--- config.mk ---
export PLATFORM = sky130hd
export DESIGN_NAME = serial_subtractor_ctrl
export DESIGN_NICKNAME = d
export VERILOG_FILES = /design/src/rtl/sub_ctrl_pkg.sv /design/src/rtl/serial_subtractor_ctrl_cell.sv /design/src/rtl/serial_subtractor_ctrl.sv
export SDC_FILE = /design/constraint.sdc
export NUM_CORES = 1
export LEC_CHECK = 0
export CAP_MARGIN = 20
export CORE_MARGIN = 1
export CORE_UTILIZATION = 25
export DETAILED_ROUTE_END_ITERATION = 6
export GPL_TIMING_DRIVEN = 1
export PLACE_DENSITY = 0.46
export SKIP_CTS_REPAIR_TIMING = 1
export SLEW_MARGIN = 20
export SYNTH_ARGS = -nofsm -noshare
export SYNTH_HDL_FRONTEND = slang
export SYNTH_SLANG_ARGS = --single-unit
--- constraint.sdc ---
create_clock -name clk -period 3.2 [get_ports clk]
set_input_delay 0.48 -clock clk [delete_from_list [all_inputs] [get_ports clk]]
set_output_delay 0.48 -clock clk [all_outputs]
set_load 0.1 [all_outputs]
--- src/rtl/sub_ctrl_pkg.sv ---
// Shared definitions for the bit-serial subtractor controller:
// FSM state encoding and the supported operand width ceiling.
package sub_ctrl_pkg;

    typedef enum logic [1:0] {
        ST_IDLE = 2'b00,
        ST_RUN  = 2'b01,
        ST_DONE = 2'b10
    } state_t;

    localparam int WIDTH_MAX = 32;

endpackage

--- src/rtl/serial_subtractor_ctrl_cell.sv ---
// Single-bit subtractor cell: two half subtractors whose borrows are ORed.
module half_subtractor (
    input  logic a,
    input  logic b,
    output logic d,
    output logic bo
);
    assign d  = a ^ b;
    assign bo = ~a & b;
endmodule

module full_subtractor_cell (
    input  logic a,
    input  logic b,
    input  logic bin,
    output logic d,
    output logic bo
);
    logic d1;
    logic bo1;
    logic bo2;

    half_subtractor u_hs0 (.a(a),  .b(b),   .d(d1), .bo(bo1));
    half_subtractor u_hs1 (.a(d1), .b(bin), .d(d),  .bo(bo2));

    assign bo = bo1 | bo2;
endmodule

--- src/rtl/serial_subtractor_ctrl.sv ---
// Bit-serial A - B - bin controller: one subtractor cell reused LSB first
// over WIDTH cycles, with a start/done handshake and held parallel result.
//
//   state   | meaning
//   --------+------------------------------------------------------
//   IDLE    | ready for start; last diff/borrow held
//   RUN     | one operand bit per edge through the shared cell
//   DONE    | one-cycle done pulse, result valid; back to IDLE next
module serial_subtractor_ctrl
    import sub_ctrl_pkg::*;
#(
    parameter  int WIDTH = 8,
    localparam int CNT_W = $clog2(WIDTH)
) (
    input  logic             clk,
    input  logic             rst_n,
    input  logic             start,
    input  logic [WIDTH-1:0] a,
    input  logic [WIDTH-1:0] b,
    input  logic             bin,
    output logic             ready,
    output logic             busy,
    output logic             done,
    output logic [WIDTH-1:0] diff,
    output logic             borrow
);

    localparam logic [CNT_W-1:0] LAST_BIT = CNT_W'(WIDTH - 1);

    state_t             state;
    state_t             state_nxt;
    logic [WIDTH-1:0]   a_sh;
    logic [WIDTH-1:0]   b_sh;
    logic               bor;
    logic [CNT_W-1:0]   cnt;
    logic               cell_d;
    logic               cell_bo;

    full_subtractor_cell u_cell (
        .a   (a_sh[0]),
        .b   (b_sh[0]),
        .bin (bor),
        .d   (cell_d),
        .bo  (cell_bo)
    );

    always_ff @(posedge clk or negedge rst_n) begin
        if (!rst_n) begin
            state <= ST_IDLE;
        end else begin
            state <= state_nxt;
        end
    end

    always_comb begin
        state_nxt = state;
        case (state)
            ST_IDLE: if (start) state_nxt = ST_RUN;
            ST_RUN:  if (cnt == LAST_BIT) state_nxt = ST_DONE;
            ST_DONE: state_nxt = ST_IDLE;
            default: state_nxt = ST_IDLE;
        endcase
    end

    // Result bits enter at the MSB so the LSB-first stream lands in place
    // after exactly WIDTH shifts.
    always_ff @(posedge clk or negedge rst_n) begin
        if (!rst_n) begin
            a_sh   <= '0;
            b_sh   <= '0;
            bor    <= 1'b0;
            cnt    <= '0;
            diff   <= '0;
            borrow <= 1'b0;
        end else begin
            case (state)
                ST_IDLE: begin
                    if (start) begin
                        a_sh <= a;
                        b_sh <= b;
                        bor  <= bin;
                        cnt  <= '0;
                        diff <= '0;
                    end
                end
                ST_RUN: begin
                    diff <= {cell_d, diff[WIDTH-1:1]};
                    a_sh <= a_sh >> 1;
                    b_sh <= b_sh >> 1;
                    bor  <= cell_bo;
                    cnt  <= cnt + CNT_W'(1);
                    if (cnt == LAST_BIT) begin
                        borrow <= cell_bo;
                    end
                end
                default: begin
                end
            endcase
        end
    end

    assign ready = (state == ST_IDLE);
    assign busy  = (state == ST_RUN);
    assign done  = (state == ST_DONE);

endmodule

Word level (Yosys, flattened, before mapping)
Cells that the tools add are included.

Register bits: 31. Bits of input ports: 20. Output and inout bits: 12. Logic and storage cells: 38.

$add $sub $neg: 1. Equality and inequality tests: 5. Multiplexer cells: 13. Bitwise operators: 7. Reductions and logical operators: 5.

Operators with widths (count): $pmux 8 s2 (3); $mux 8 (3); $pmux 3 s2 (1); $reduce_and 2->1 (3); $mux 2 (2); $pmux 2 s2 (1); $add 3x1->3 const B (1); $eq 3x3->1 const B (1); $mux 3 (1); $and 1x1->1 (2); $eq 2x1->1 const B (1); $eq 2x2->1 const B (1); $logic_not 2->1 (1); $ne 2x1->1 const B (1); $ne 2x2->1 const B (1); $not 1->1 (2); $pmux 1 s2 (1); $reduce_bool 2->1 (1); $xor 1x1->1 (2); $mux 1 (1); $or 1x1->1 (1).

Longest topological paths before layout
Gate-level depths: netlist (run 1).

Depth after elaboration: 5. Mapped depth: 5.

By module
Synthesis (run 1) repeated with hierarchy kept, for this count alone.

Cells, all modules: 128. Area, all modules: 1398.8 µm².

Modules (own cells, without submodules): serial_subtractor_ctrl (instances 1, cells an instance 121, area an instance 1352.5 µm², seq. area each 775.7 µm²); half_subtractor (instances 2, cells an instance 3, area an instance 20.0 µm², seq. area each 0.0 µm²); full_subtractor_cell (instances 1, cells an instance 1, area an instance 6.3 µm², seq. area each 0.0 µm²).

Worst setup path before layout (run 1)
No wires, ideal clock.

Path kind: register -> output. Start point: register state[1]. End point: output port done. Arrival: 1.922 ns. Required time: 2.720 ns. Slack: 0.798 ns. Cell stages (with the launch flop): 5. Path buffers: 2. Path through: dfrtp_1 > buf_6 > inv_2 > buf_2 > nor2_1.

Longest elaborated chain between the ends: 1.

RTL lines: from (decl) (RTL line serial_subtractor_ctrl.sv:30) `state_t state;`; from (signal assigned) (RTL line serial_subtractor_ctrl.sv:51) `state <= state_nxt;`; $eq 2x2->1 (RTL line serial_subtractor_ctrl.sv:104) `assign done = (state == ST_DONE);`; to (decl) (RTL line serial_subtractor_ctrl.sv:23) `output logic done,`.

Every way passes these cells.

Worst setup path in the final report (run 1)
Start point: register state[1]. End point: output port busy.

Longest elaborated chain between the ends: 1.

RTL lines: $eq 2x1->1 (RTL line serial_subtractor_ctrl.sv:103) `assign busy = (state == ST_RUN);`; to (decl) (RTL line serial_subtractor_ctrl.sv:22) `output logic busy,`.

Every way passes these cells.

==> results.md, run 1 <==
- Status: finished, final reports clean
- Layout cells sized above 1: between 20% and 30%
- Cell area after synthesis: about 1500 um2
- Crit path max-delay family: buffers and inverters
- Clock Skew: 0.008546 ns
- Setup TNS: 0 ns
- Unique masters post-synth: 23
- CTS max path bufs: 2
- Cts bufs inserted: 5
- Crit path kind: reg2out
- Worst min path class: reg2reg
- Vias in the first global route: between 1k and 1.5k
- Final setup vio count: 0
- Core area: roughly 5600 um2
- Multi-input combinational cell area: 581.8 um2
- I/O pin count: 32
- Fin nets: approximately 180
- Die height: 78.88 um
- Worst-path clk slew: about 0.07 ns
- Worst reg-to-reg setup slack: around 1.5 ns
- Pin count of the biggest net entering global routing: 32
- CP peak stage delay: 0.49 ns
- RSZ-0062 raised after global routing: no
- Total GRT Usage: between 10% and 20%
- CP bufs+invs: 2
- First-pass GRT wire length: between 5000 and 6000 um
- Total Wirelength: 3440 um
- Final ANT Viol Nets: 0
- Highest clock rate: 0.4111 GHz
- Worst path required time: roughly 2.7 ns
- Residual DRC: 0
- Clock sinks: 31
- CTS tree: yes
- Hold Vio Cnt, Final: 0
- Via count: 1120
- First-pass detailed-route iteration total: 4
- Die X: between 70 and 80 um
- Crit. path cell count: 3
- Avg Vias per Cell: 4.891
- Max-cap violations: 0
- Final min period: approximately 2.4 ns
- Worst path slowest cell: dfrtp_1
- Fin. max-slew vios: 0
- Filler cell count: 592
- Gate count of the mapped netlist: 127
- Post-DP HPWL: approximately 2300 um
- Placer Congestion: 0.7623
- H-tree levels: 2
- Crit-path max FO: 16
- Clock Tree Root: clkbuf_8
- Antenna diodes: 0
- Leak: around 0.79 nW
- Worst r2r dst: cnt[2]$_DFFE_PN0P_
- Initial Util: about a quarter
- Critical path capture point: busy
- Die area: 6222 um2
- Slew @ Worst Pin: 0.9643 ns
- Site row count: 27
- Clk Latency, worst-skew pair: about 0.28 ns
- Initial antenna violation count: 0
- Port Buffer Count: 31
- Worst EP arrival: between 1.5 and 2 ns
- DR WL/cell: roughly 15 um
- Grt total ovfl: 0
- Yosys warnings: 0
- Syn-to-layout area delta: 26.67%
- Reg2Reg Depth: 3
- Fin Hold WS: 0.4995 ns
- Origin of the worst setup path: state[1]$_DFFE_PN0P_
- Peak VDD IR: between 0.4 and 0.5 mV
- Mapped Avg Cell Area: around 12 um2
- Critical path capture point type: primary output
- Register Area: 775.7 um2
- Top cell type by total area after synthesis: dfrtp_1
- Pwr/cell area: about 1200 nW/um2
- Startpoint Class: register
- Reg2reg start: state[1]$_DFFE_PN0P_
- Worst path cell trace: nand2b_1, inv_2, buf_4
- #FFs+latches synth: 31
- Synthesized net count: 150
- Fin crit share: between 70% and 80%
- DR iter-0 viols: between 60 and 70
- Worst rel slew slack: roughly 36%
- Synth top area share: approximately 52%
- Synth area leaders: dfrtp_1 (52%), o22ai_1 (9.3%), a22o_1 (6.5%)
- Sequential cell area fraction in the yosys report: a little over half
sequential cells by signal, indices dropped and copies added, names as in the netlist:
register  count
cnt           3
bor           1
a_sh          8
b_sh          8
borrow        1
state         2
diff          8
cell type report:
cell class | instances | area share [%]
Sequential cell | 31 | 41.44
Multi-Input combinational cell | 79 | 31.08
Timing Repair Buffer | 33 | 15.91
Clock buffer | 7 | 5.147
Tap cell | 72 | 4.813
Inverter | 6 | 1.203
Clock inverter | 1 | 0.4011
worst register-to-register path: stages (launching register included):
cell	delay, ns
dfrtp_1	0.52
nand2b_1	0.56
inv_2	0.25
a22o_1	0.29
cell usage after synthesis (all sizes together):
master / n
a21oi: 15
a221oi: 1
a22o: 11
buf: 11
dfrtp: 31
fa: 1
ha: 2
inv: 6
nand2: 4
nand2b: 2
nand3b: 1
nor2: 5
nor2b: 2
o21ai: 6
o21bai: 1
o22ai: 28
where the power goes:
part / switching, mW / total (mW) / internal, mW
registers: 0.153 / 0.722 / 0.569
logic: 0.775 / 1.11 / 0.338
clock network: 0.152 / 0.348 / 0.196
logic make-up after synthesis:
group / after synthesis / synth area share (%)
fa+ha+maj: 3 / 3.048
flops: 31 / 52.50
compound gates: 62 / 31.33
simple gates: 14 / 4.996
buf+inv: 17 / 8.128
metrics by stage:
step	utilization, %	power [mW]	area, um2	worst slack (ns)	std cells
detailed placement	31.53	1.843	1768	1.083	221
global placement	31.53	1.832	1768	1.087	221
finish	33.38	2.183	1872	0.7676	229
CTS	33.38	2.199	1872	0.7671	229
global route	33.38	2.323	1872	0.5811	229
floorplan	-	1.644	1478	0.7975	127
placed cells by master, fill, tap and decap left out:
cell	n
o22ai_1	22
o21ai_0	6
a21oi_2	7
inv_2	2
inv_1	4
clkbuf_8	7
nor2_1	5
clkinvlp_4	1
nand2b_1	1
nand2b_4	1
fa_1	1
nor2b_1	2
clkdlybuf4s50_1	20
a22o_1	11
a221oi_2	1
dfrtp_1	31
nand3b_1	1
nand2_1	4
ha_1	2
a21oi_1	8
o22ai_2	6
o21bai_1	1
buf_4	13
worst min-delay path by stage:
stage | to | from | cells after the start
after global placement | diff[0]$_DFFE_PN0P_ | diff[0]$_DFFE_PN0P_ | 1
after CTS | cnt[2]$_DFFE_PN0P_ | cnt[2]$_DFFE_PN0P_ | 1
after floorplan | a_sh[0]$_DFFE_PN0P_ | rst_n | 0
after detailed placement | borrow$_DFFE_PN0P_ | borrow$_DFFE_PN0P_ | 2
after global routing | diff[0]$_DFFE_PN0P_ | diff[0]$_DFFE_PN0P_ | 1
final | borrow$_DFFE_PN0P_ | borrow$_DFFE_PN0P_ | 2
metal layers:
layer	vias to the layer above	share of wire [%]	global-route usage, %
met3	6	3.3	3.103
li1	539	-	-
met4	0	1.9	5.455
met5	-	0	0
met2	22	48	18.96
met1	553	47	16.01
Note: power is estimated with default switching activity, not from simulation.
==> run 2, diff against run 1 <==
--- a/config.mk
+++ b/config.mk
@@ -10,7 +10,7 @@
 export CORE_UTILIZATION = 25
 export DETAILED_ROUTE_END_ITERATION = 6
 export GPL_TIMING_DRIVEN = 1
-export PLACE_DENSITY = 0.46
+export PLACE_DENSITY = 0.48
 export SKIP_CTS_REPAIR_TIMING = 1
 export SLEW_MARGIN = 20
 export SYNTH_ARGS = -nofsm -noshare
==> constraint.sdc (replaced) <==
create_clock -name clk -period 2.07 [get_ports clk]
set_input_delay 0.3105 -clock clk [delete_from_list [all_inputs] [get_ports clk]]
set_output_delay 0.3105 -clock clk [all_outputs]
set_load 0.1 [all_outputs]
==> results.md, run 2 (synthesis results as in run 1) <==
- Status: finished, final reports clean
- Post-DP HPWL: 2273 um (-0.53%)
- Crit path kind: reg2out
- DR WL/cell: 14.70 um (-2.1%)
- Most common cell after layout, fill and taps aside: dfrtp_1
- Vias in the first global route: 1169 (+0.86%)
- CTS max path bufs: 2 (unchanged)
- Setup ws final: 0.3013 ns (-0.4663 ns)
- Fin Hold WS: 0.4207 ns (-0.07879 ns)
- Setup TNS: 0 ns (unchanged)
- Cts bufs inserted: 5 (unchanged)
- Max-cap violations: 0 (unchanged)
- Total Wirelength: 3381 um (-1.7%)
- Initial Util: 26.35% (unchanged)
- Startpoint Class: register
- Most frequent cells in the layout: dfrtp_1 (31), o22ai_1 (22), clkdlybuf4s50_1 (19)
- Worst EP arrival: 1.46 ns (-0.49 ns)
- DR iter-0 viols: 47 (-27%)
- Syn-to-layout area delta: 28.37%
- Critical path capture point type: primary output
- Pin count of the biggest net entering global routing: 32 (unchanged)
- Core area: 5608 um2 (unchanged)
- Clock sinks: 31 (unchanged)
- Final setup vio count: 0 (unchanged)
- Port Buffer Count: 31 (unchanged)
- Top flop regs: a_sh (8), b_sh (8), diff (8)
- Slew @ Worst Pin: 0.8073 ns (-0.1571 ns)
- Final ANT Viol Nets: 0 (unchanged)
- Die area: 6222 um2 (unchanged)
- Site row count: 27 (unchanged)
- Clock Tree Root: clkbuf_8
- Placer Congestion: 0.7231 (-5.1%)
- Die X: 78.88 um (unchanged)
- RSZ-0062 raised after global routing: no
- CTS tree: yes
- Clk Latency, worst-skew pair: 0.28 ns (about the same)
- Fin. max-slew vios: 0 (unchanged)
- Total GRT Usage: 11.93% (-0.29 points)
- Dpl ws: 0.2297 ns (-0.8536 ns)
- Worst rel slew slack: 46.07% (+11 points)
- Pwr/cell area: 1779 nW/um2 (+53%)
- Final design instance area without fill: 1897 um2 (+1.3%)
- Clock Skew: 0.006387 ns (-0.002158 ns)
- Power Total: 3.375 mW (+55%)
- Origin of the worst setup path: state[1]$_DFFE_PN0P_
- Highest clock rate: between 0.5 and 0.6 GHz
- Worst path required time: 1.76 ns (-0.96 ns)
- Crit-path max FO: 15 (-1)
- Antenna diodes: 0 (unchanged)
- Fin nets: 180 (+0.56%)
- Layout cells sized above 1: 25.32% (+1.1 points)
- Peak VDD IR: 0.9137 mV (+120%)
- Reg2Reg Depth: 2 (-1)
- Hold Vio Cnt, Final: 0 (unchanged)
- Initial antenna violation count: 0 (unchanged)
- I/O pin count: 32 (unchanged)
- Via count: 1132 (+1.1%)
- Fin crit share: 85.44%
- Final min period: 1.769 ns
- First-pass GRT wire length: 5685 um (-2.8%)
- Residual DRC: 0 (unchanged)
- First-pass detailed-route iteration total: 4 (unchanged)
- Grt total ovfl: 0 (unchanged)
- H-tree levels: 2 (unchanged)
- Placed cell areas: 1815 um2 (+2.7%)
- Worst-path clk slew: 0.06 ns (about the same)
- Avg Vias per Cell: 4.922 (+0.63%)
- Reg2reg start: state[0]$_DFFE_PN0P_
- Die height: 78.88 um (unchanged)
- Leak: 0.7984 nW (+1.3%)
- Worst min path class: in2async
run 2: cell types whose count changed in the layout (fill, tap and decap cells not counted), sizes merged:
cell           delta
buf               +2
clkinvlp          -1
clkdlybuf4s50     -1
clkinv            +1
run 2: worst paths after layout:
kind	slack (ns)	end
worst min-delay path	0.42	b_sh[1]$_DFFE_PN0P_
worst min register to register	0.50	borrow$_DFFE_PN0P_
worst max register to register	0.58	cnt[2]$_DFFE_PN0P_
max in group asynchronous	1.36	cnt[0]$_DFFE_PN0P_
min in group clk	0.50	borrow$_DFFE_PN0P_
worst max-delay path	0.30	done
run 2: area by class of cell:
class,instances,area (um2)
fill,595,3711
sequential,31,775.7
multi-input combinational,79,586.8
timing repair buffer,34,340.3
tap,72,90.09
clock buffer,7,76.32
inverter,6,22.52
clock inverter,1,5.005
run 2: metrics by stage:
step / utilization (%) / std cells
2_1_floorplan: - / 127
3_3_place_gp: 32.37 / 222
3_5_place_dp: 32.37 / 222
4_1_cts: 33.82 / 230
5_1_grt: 33.82 / 230
6_report: 33.82 / 230
run 2: layer usage:
| layer | share of wire [%] | vias up | GRT usage [%] |
|---|---|---|---|
| met5 | 0 | - | 0 |
| met2 | 47 | 28 | 18.00 |
| met1 | 47 | 565 | 15.60 |
| met4 | 1.7 | 0 | 6.000 |
| li1 | - | 532 | - |
| met3 | 4.6 | 7 | 3.333 |
run 2: worst max-delay path: stages, from the launching register on:
cell and delay (ns):
dfrtp_1 0.57, inv_2 0.22, nor2_2 0.20, buf_12 0.19
run 2: where the power goes:
part | switching (mW) | internal (mW) | leakage, nW
combinational | 1.22 | 0.590 | 0.380
sequential | 0.242 | 0.880 | 0.376
clock | 0.211 | 0.235 | 0.0422
total | 1.67 | 1.71 | 0.798
